--- config.mk ---
export PLATFORM = sky130hd
export DESIGN_NAME = rr_mux_8to1
export DESIGN_NICKNAME = d
export VERILOG_FILES = /design/src/rtl/rr_mux_8to1.sv
export SDC_FILE = /design/constraint.sdc
export NUM_CORES = 1
export LEC_CHECK = 0
export CAP_MARGIN = 40
export CORE_ASPECT_RATIO = 1.25
export CORE_UTILIZATION = 52
export CTS_CLUSTER_DIAMETER = 120
export DETAILED_ROUTE_END_ITERATION = 8
export PLACE_DENSITY = 0.8
export SLEW_MARGIN = 10
export SYNTH_ARGS = -nofsm -noshare
export SYNTH_HDL_FRONTEND = slang
export SYNTH_SLANG_ARGS = --single-unit
--- constraint.sdc ---
create_clock -name clk -period 4.8 [get_ports clk]
set_input_delay 0.48 -clock clk [delete_from_list [all_inputs] [get_ports clk]]
set_output_delay 0.48 -clock clk [all_outputs]
set_load 0.1 [all_outputs]
--- src/rtl/rr_mux_8to1.sv ---
// Round-robin 8:1 collector: registers one requesting channel's word as D with its index S; a load edge produces valid and a one-cycle grant one clock later.
// Backpressure: D/S/valid hold while ready=0 and req is ignored; a word accepted with ready=1 can be replaced on the same edge, so there is no idle bubble.
module rr_mux_8to1 #(
    parameter int DATA_W = 1,
    parameter int NCH    = 8
) (
    input  logic                  clk,
    input  logic                  rst,
    input  logic [NCH-1:0]        req,
    input  logic [NCH*DATA_W-1:0] din,
    input  logic                  ready,
    output logic [DATA_W-1:0]     D,
    output logic [2:0]            S,
    output logic                  valid,
    output logic [NCH-1:0]        grant,
    output logic                  busy
);

    typedef enum logic {
        IDLE = 1'b0,
        HOLD = 1'b1
    } state_t;

    state_t              state_q, state_d;
    logic [2:0]          ptr_q, ptr_d;
    logic [DATA_W-1:0]   d_q, d_d;
    logic [2:0]          s_q, s_d;
    logic [NCH-1:0]      grant_q, grant_d;
    logic [2:0]          sel;
    logic [2:0]          idx;
    logic                found;
    logic                load;

    // Scan starts at ptr and wraps mod 8, so the last-served channel is checked last.
    always_comb begin
        sel   = '0;
        idx   = '0;
        found = 1'b0;
        for (int k = 0; k < NCH; k++) begin
            idx = ptr_q + 3'(k);
            if (!found && req[idx]) begin
                found = 1'b1;
                sel   = idx;
            end
        end
    end

    assign load = (state_q == IDLE) || ready;

    always_comb begin
        state_d = state_q;
        ptr_d   = ptr_q;
        d_d     = d_q;
        s_d     = s_q;
        grant_d = '0;
        if (load) begin
            if (found) begin
                d_d          = din[int'(sel)*DATA_W +: DATA_W];
                s_d          = sel;
                ptr_d        = sel + 3'd1;
                state_d      = HOLD;
                grant_d[sel] = 1'b1;
            end else begin
                // Accepted with nothing queued: D and S keep their last values.
                state_d = IDLE;
            end
        end
    end

    always_ff @(posedge clk or posedge rst) begin
        if (rst) begin
            state_q <= IDLE;
            ptr_q   <= '0;
            d_q     <= '0;
            s_q     <= '0;
            grant_q <= '0;
        end else begin
            state_q <= state_d;
            ptr_q   <= ptr_d;
            d_q     <= d_d;
            s_q     <= s_d;
            grant_q <= grant_d;
        end
    end

    assign D     = d_q;
    assign S     = s_q;
    assign valid = (state_q == HOLD);
    assign grant = grant_q;
    assign busy  = (state_q == HOLD) | (|req);

endmodule

==> results of run 1 <==
## flip-flops by register name, summed over array words and instances (netlist names)
name   flops
grant      8
S          3
ptr_q      3
D          1
valid      1
## cell families (layout without fill, tap and decap cells)
group                    after synthesis  count (layout)
flip-flops                            16              16
multiplexers                          36              36
AND/OR/NAND/NOR                       59              59
AO/OA/AOI/OAI                         31              31
adder cells (fa/ha/maj)                2               2
buffers and inverters                 18              60
XOR/XNOR                               6               6
## metal layers
layer  GRT usage [%]  vias to the layer above  wire length (um)
li1                -                      730                 -
met3           3.448                       19               256
met4           14.14                        0               150
met5               0                        -                 0
met2           56.56                       66              2610
met1           35.83                      779              1803
## synthesized netlist by cell type, types with 3 or more instances
cell type  instances
buf_2              5
dfrtp_1           16
inv_1              7
mux2_2             8
mux2i_1           13
mux4_1             4
mux4_2            11
nand2_1           17
nand2b_1           6
nand3_1            3
nor2_1            13
nor2b_1            3
nor3_1             6
o21ai_0            7
xnor2_1            5
## critical path: cells and delay by family, from the launching register on
family                     cells  cell delay (ns)
adders and majority gates      1             0.78
muxes                          2             0.85
DFF                            1             0.36
AOI/OAI and AO/OA              4             1.07
buffers and inverters          1             0.11
and+or+nand+nor                2             0.84
## stage by stage
step                utilization, %  hold slack [ns]  setup WS (ns)  cell area (sq um)
floorplan                        -           0.3937          1.095               1718
global placement             66.82           0.4698         0.9167               2023
detailed placement           73.76           0.4928         0.7854               2233
CTS                          74.96           0.5200         0.7333               2270
global route                 74.96           0.5300         0.4131               2270
finish                       74.96           0.5188         0.6749               2270
## placed cells by master (no fill, tap or decap), types with 2 or more instances in the layout
| master | synthesis | final |
|---|---|---|
| and3_1 | 2 | 2 |
| buf_4 | 1 | 3 |
| buf_8 | 0 | 14 |
| clkbuf_4 | 0 | 3 |
| clkdlybuf4s50_1 | 0 | 32 |
| dfrtp_1 | 16 | 16 |
| ha_1 | 2 | 2 |
| inv_1 | 7 | 7 |
| mux2_2 | 8 | 8 |
| mux2i_1 | 13 | 13 |
| mux4_1 | 4 | 4 |
| mux4_2 | 11 | 11 |
| nand2_1 | 17 | 17 |
| nand2b_1 | 6 | 6 |
| nand3_1 | 3 | 3 |
| nor2_1 | 13 | 13 |
| nor2b_1 | 3 | 3 |
| nor3_1 | 6 | 6 |
| o211ai_1 | 2 | 2 |
| o21a_1 | 2 | 2 |
| o21ai_0 | 7 | 7 |
| or2_2 | 2 | 2 |
| xnor2_1 | 5 | 5 |
## cell type report
type	count	area share (%)
timing repair buffer	49	24.37
sequential	16	17.64
inverter	7	1.158
multi-input combinational	134	53.25
tap	36	1.985
clock buffer	4	1.599
## how the worst min path moves through the flow
stage,to,from
finish,S[0]$_DFFE_PP0P_,S[0]$_DFFE_PP0P_
global placement,D$_DFFE_PP0P_,D$_DFFE_PP0P_
global route,S[0]$_DFFE_PP0P_,S[0]$_DFFE_PP0P_
CTS,S[0]$_DFFE_PP0P_,S[0]$_DFFE_PP0P_
detailed placement,D$_DFFE_PP0P_,D$_DFFE_PP0P_
floorplan,D$_DFFE_PP0P_,rst
==> metrics.cfg, run 1 <==
[status]
status=finished clean

[global_routing]
grt_use_total_pct=31.41
gr-total-overflow=0
antenna_found_initial=0
grt_max_degree=20
grt_pass1_vias=1654
grt_pass1_wl_um=7962

[critical_path]
critPathCapture=D$_DFFE_PP0P_
critPathLaunchType=flip-flop
crit_slowest_cell=ha_1
worst-r2r-cell-count=10
r2r_slack_ns=0.67
cp.required_ns=5.00
cp-startpoint=ptr_q[0]$_DFFE_PP0P_
critPathKind=reg -> reg
crit_path_max_incr_delay_ns=0.78
crit_fanout=17
crit_chain=inv_1 > ha_1 > mux4_1 > mux2i_1 > a32oi_1 > nor3_1 > a221o_1 > or3b_1 > o2111a_1 > o41ai_2
r2r-start=ptr_q[0]$_DFFE_PP0P_
reg2reg_to=D$_DFFE_PP0P_
cp_data_arrival_time_ns=4.33
crit_path_end_kind=flip-flop

[sta]
finalSetupViolCount=0
period_needed_ns=4.125
final_hold_viol_count=0
period_share_pct=85.94
finalMaxSlewViolations=0
fin_setup_tns_ns=0
rsz0062_at_grt=no
relSlewSlack_pct=51.89
tightest_slew_ns=0.7216
fin_skew_ns=0.002249
fmax_mhz=242.4

[clocking]
tritoncts=done
cts.htree.levels=1
clk_latency_ns=0.30
cts_buffer_depth=2
post_cts_resized=0
cts_setup_buffers=0
cts_made_buffers=3
clkTransAtPathRegs_ns=0.09
clockRootBuffer=clkbuf_4
clkSinkCount=16
hold_buffers=0

[synthesis]
yosysTopAreaCell=dfrtp_1
synth_top_family_by_area=multiplexers
synth.top_cell.area_share_pct=23.31
synthesis.nets=189
synth.distinct_cells=52
yosys_warnings=0
yosys.area_share.simple_pct=16.90
synth_adder_area_share_pct=1.457
ys_top_cells_by_area=dfrtp_1, mux4_2, mux2i_1, mux4_1, mux2_2
synth_cells=168
netlist_area_sq_mm=0.001718
ys_seq_area_share_pct=23.31
ys_ff_latch=16
async_flop_share_pct=100.0
yosys-mux-area-fraction_pct=33.36
synth_compound_area_share_pct=15.59
yosys.area_share.xor_xnor_pct=3.059
avgSynthCellArea_sq_um=10.23
synth_flop_cell=dfrtp_1
synth-edff-count=0

[floorplanning]
die_x_um=53.41
io_pins=33
initial_utilization_pct=56.74
die_area_sq_mm=0.003539
fp.coreArea_sq_mm=0.003028
fp-row-count=22
chipHeight_um=66.26

[layout]
final_cells=246
fillers=200
multi_input_area_sq_mm=0.001209
drive_gt1_share_pct=21.90
syn_to_final_growth_pct=32.12
nets=232
antennaDiodeCount=0
ff_latch_area_sq_um=400.4

[detailed_routing]
dr.pass1.iters=4
antenna_left=0
dr.first_iter.drc_count=78
detail_route.wl_per_cell_um=19.60
vias=1594
vias_per_cell=6.480
remaining_drc_errors=0
totalWireLength_um=4821

[worst_hold_path]
holdCritPathClass=reg -> reg
whs_path_depth=1

[placement]
globalplace.congestion=0.9402
placedCellCount=242
dp_hpwl_um=3606
portBuffers=32

[flow_run]
cap_violations=0

Power of run 1 is left out: the tool's default activity adds up to more than one toggle a clock period on the data nets, which glitch-free logic cannot reach.
==> inputs of run 2 (changes only) <==
- PLACE_DENSITY: 0.8 -> 0.85
==> run 2 against run 1 <==
  * Cell count decreased by 0.81%
  * Global-route usage fell by 0.34 points
  * Count of clock-buffer cells in the layout down 1
  * Hold slack got worse by 0.0048 ns
  * Die area is the same
  * Sequential cell count unchanged
  * Clock skew grew 0.0054 ns
  * Sequential share of layout area increased by 0.068 points
  * Register-to-register slack better by 0.07 ns
  * Core utilization fell by 0.29 points
  * Critical path type unchanged
  * Critical endpoint unchanged
==> metrics.cfg, run 2 (synthesis gave the netlist of run 1 again) <==
[floorplanning]
initial_utilization_pct=56.74
fp-row-count=22
io_pins=33
chipHeight_um=66.26
die_x_um=53.41
fp.coreArea_sq_mm=0.003028
die_area_sq_mm=0.003539

[detailed_routing]
vias_per_cell=6.467
totalWireLength_um=4771
detail_route.wl_per_cell_um=19.55
dr.pass1.iters=4
dr.first_iter.drc_count=50
antenna_left=0
vias=1578
remaining_drc_errors=0

[critical_path]
cp_top_family=compound AO/OA/AOI/OAI gates
crit_chain=inv_1 > ha_1 > mux4_1 > mux2i_1 > a32oi_1 > nor3_1 > a221o_1 > or3b_1 > o2111a_1 > o41ai_2
cp.required_ns=5.00
r2r-start=ptr_q[0]$_DFFE_PP0P_
worst-r2r-cell-count=10
cp.buffers_inverters=1
cp_data_arrival_time_ns=4.25
cp-startpoint=ptr_q[0]$_DFFE_PP0P_
critPathKind=reg -> reg
cp_num_cells=10
crit_fanout=17
crit_path_end_kind=flip-flop
crit_slowest_cell=ha_1
critPathLaunchType=flip-flop
crit_path_max_incr_delay_ns=0.77

[layout]
final_cell_mix=clkdlybuf4s50_1, nand2_1, dfrtp_1
largest_reg_flops=8
antennaDiodeCount=0
fin_area_sq_mm=0.002261
syn_to_final_growth_pct=31.61
nets=231
drive_gt1_share_pct=21.15
final_common_cell=clkdlybuf4s50_1

[clocking]
clkTransAtPathRegs_ns=0.09
post_cts_resized=0
clk_latency_ns=0.29
clockRootBuffer=clkbuf_4
tritoncts=done
cts_buffer_depth=2
cts_made_buffers=3
cts_setup_buffers=0
cts.htree.levels=1
hold_buffers=0
clkSinkCount=16

[global_routing]
gr-total-overflow=0
grt_max_degree=20
antenna_found_initial=0
grt_use_total_pct=31.07
grt_pass1_wl_um=7755
grt_pass1_vias=1607

[sta]
relSlewSlack_pct=51.97
layout_setup_ws_ns=0.7489
fmax_mhz=246.8
finalMaxSlewViolations=0
finalSetupViolCount=0
period_share_pct=84.40
period_needed_ns=4.051
fin_skew_ns=0.007631
fin_setup_tns_ns=0
final_hold_viol_count=0
tightest_slew_ns=0.7205
rsz0062_at_grt=no

[placement]
globalplace.congestion=0.8980
post_dp_cell_area_sq_mm=0.002238
portBuffers=32
dp_hpwl_um=3717
dp_slack_ns=0.7949

[worst_hold_path]
whs_path_depth=2
holdCritPathClass=reg -> reg
min-delay-start=D$_DFFE_PP0P_

[flow_run]
cap_violations=0

[status]
status=finished clean

run 2: cell count changes in the layout (fill, tap and decap cells not counted), sizes merged:
cell / previous run / this run
buf: 17 / 16
clkbuf: 4 / 3
run 2: final timing paths:
check	to	slack (ns)
max in group asynchronous	ptr_q[0]$_DFFE_PP0P_	3.81
min	D$_DFFE_PP0P_	0.51
min reg2reg	D$_DFFE_PP0P_	0.51
max reg2reg	D$_DFFE_PP0P_	0.75
max	D$_DFFE_PP0P_	0.75
min in group asynchronous	ptr_q[1]$_DFFE_PP0P_	0.59
run 2: metal layers:
layer / GRT usage [%] / share of wire, % / up-vias
li1: - / - / 722
met1: 37.35 / 37 / 784
met2: 52.19 / 54 / 58
met3: 5.977 / 5.1 / 14
met4: 14.14 / 3.3 / 0
met5: 0 / 0 / -
run 2: per-stage QoR:
stage	std cells	hold WS (ns)	util [%]
6_report	244	0.5140	74.67
4_1_cts	244	0.5080	74.67
3_3_place_gp	227	0.4637	66.57
5_1_grt	244	0.5400	74.67
3_5_place_dp	241	0.4878	73.93
2_1_floorplan	168	0.3937	-
run 2: tightest hold or removal path, delay by kind of cell, from the launching register on:
family	cells	cell delay [ns]
AOI/OAI and AO/OA	1	0.05
DFF	1	0.36
and+or+nand+nor	1	0.07
run 2: cell type report:
| type | instances | area [sq um] |
|---|---|---|
| Multi-Input combinational cell | 134 | 1209 |
| Fill cell | 193 | 767.0 |
| Timing Repair Buffer | 48 | 558.0 |
| Sequential cell | 16 | 400.4 |
| Tap cell | 36 | 45.04 |
| Inverter | 7 | 26.28 |
| Clock buffer | 3 | 22.52 |
Power of run 2 is left out for the same reason.
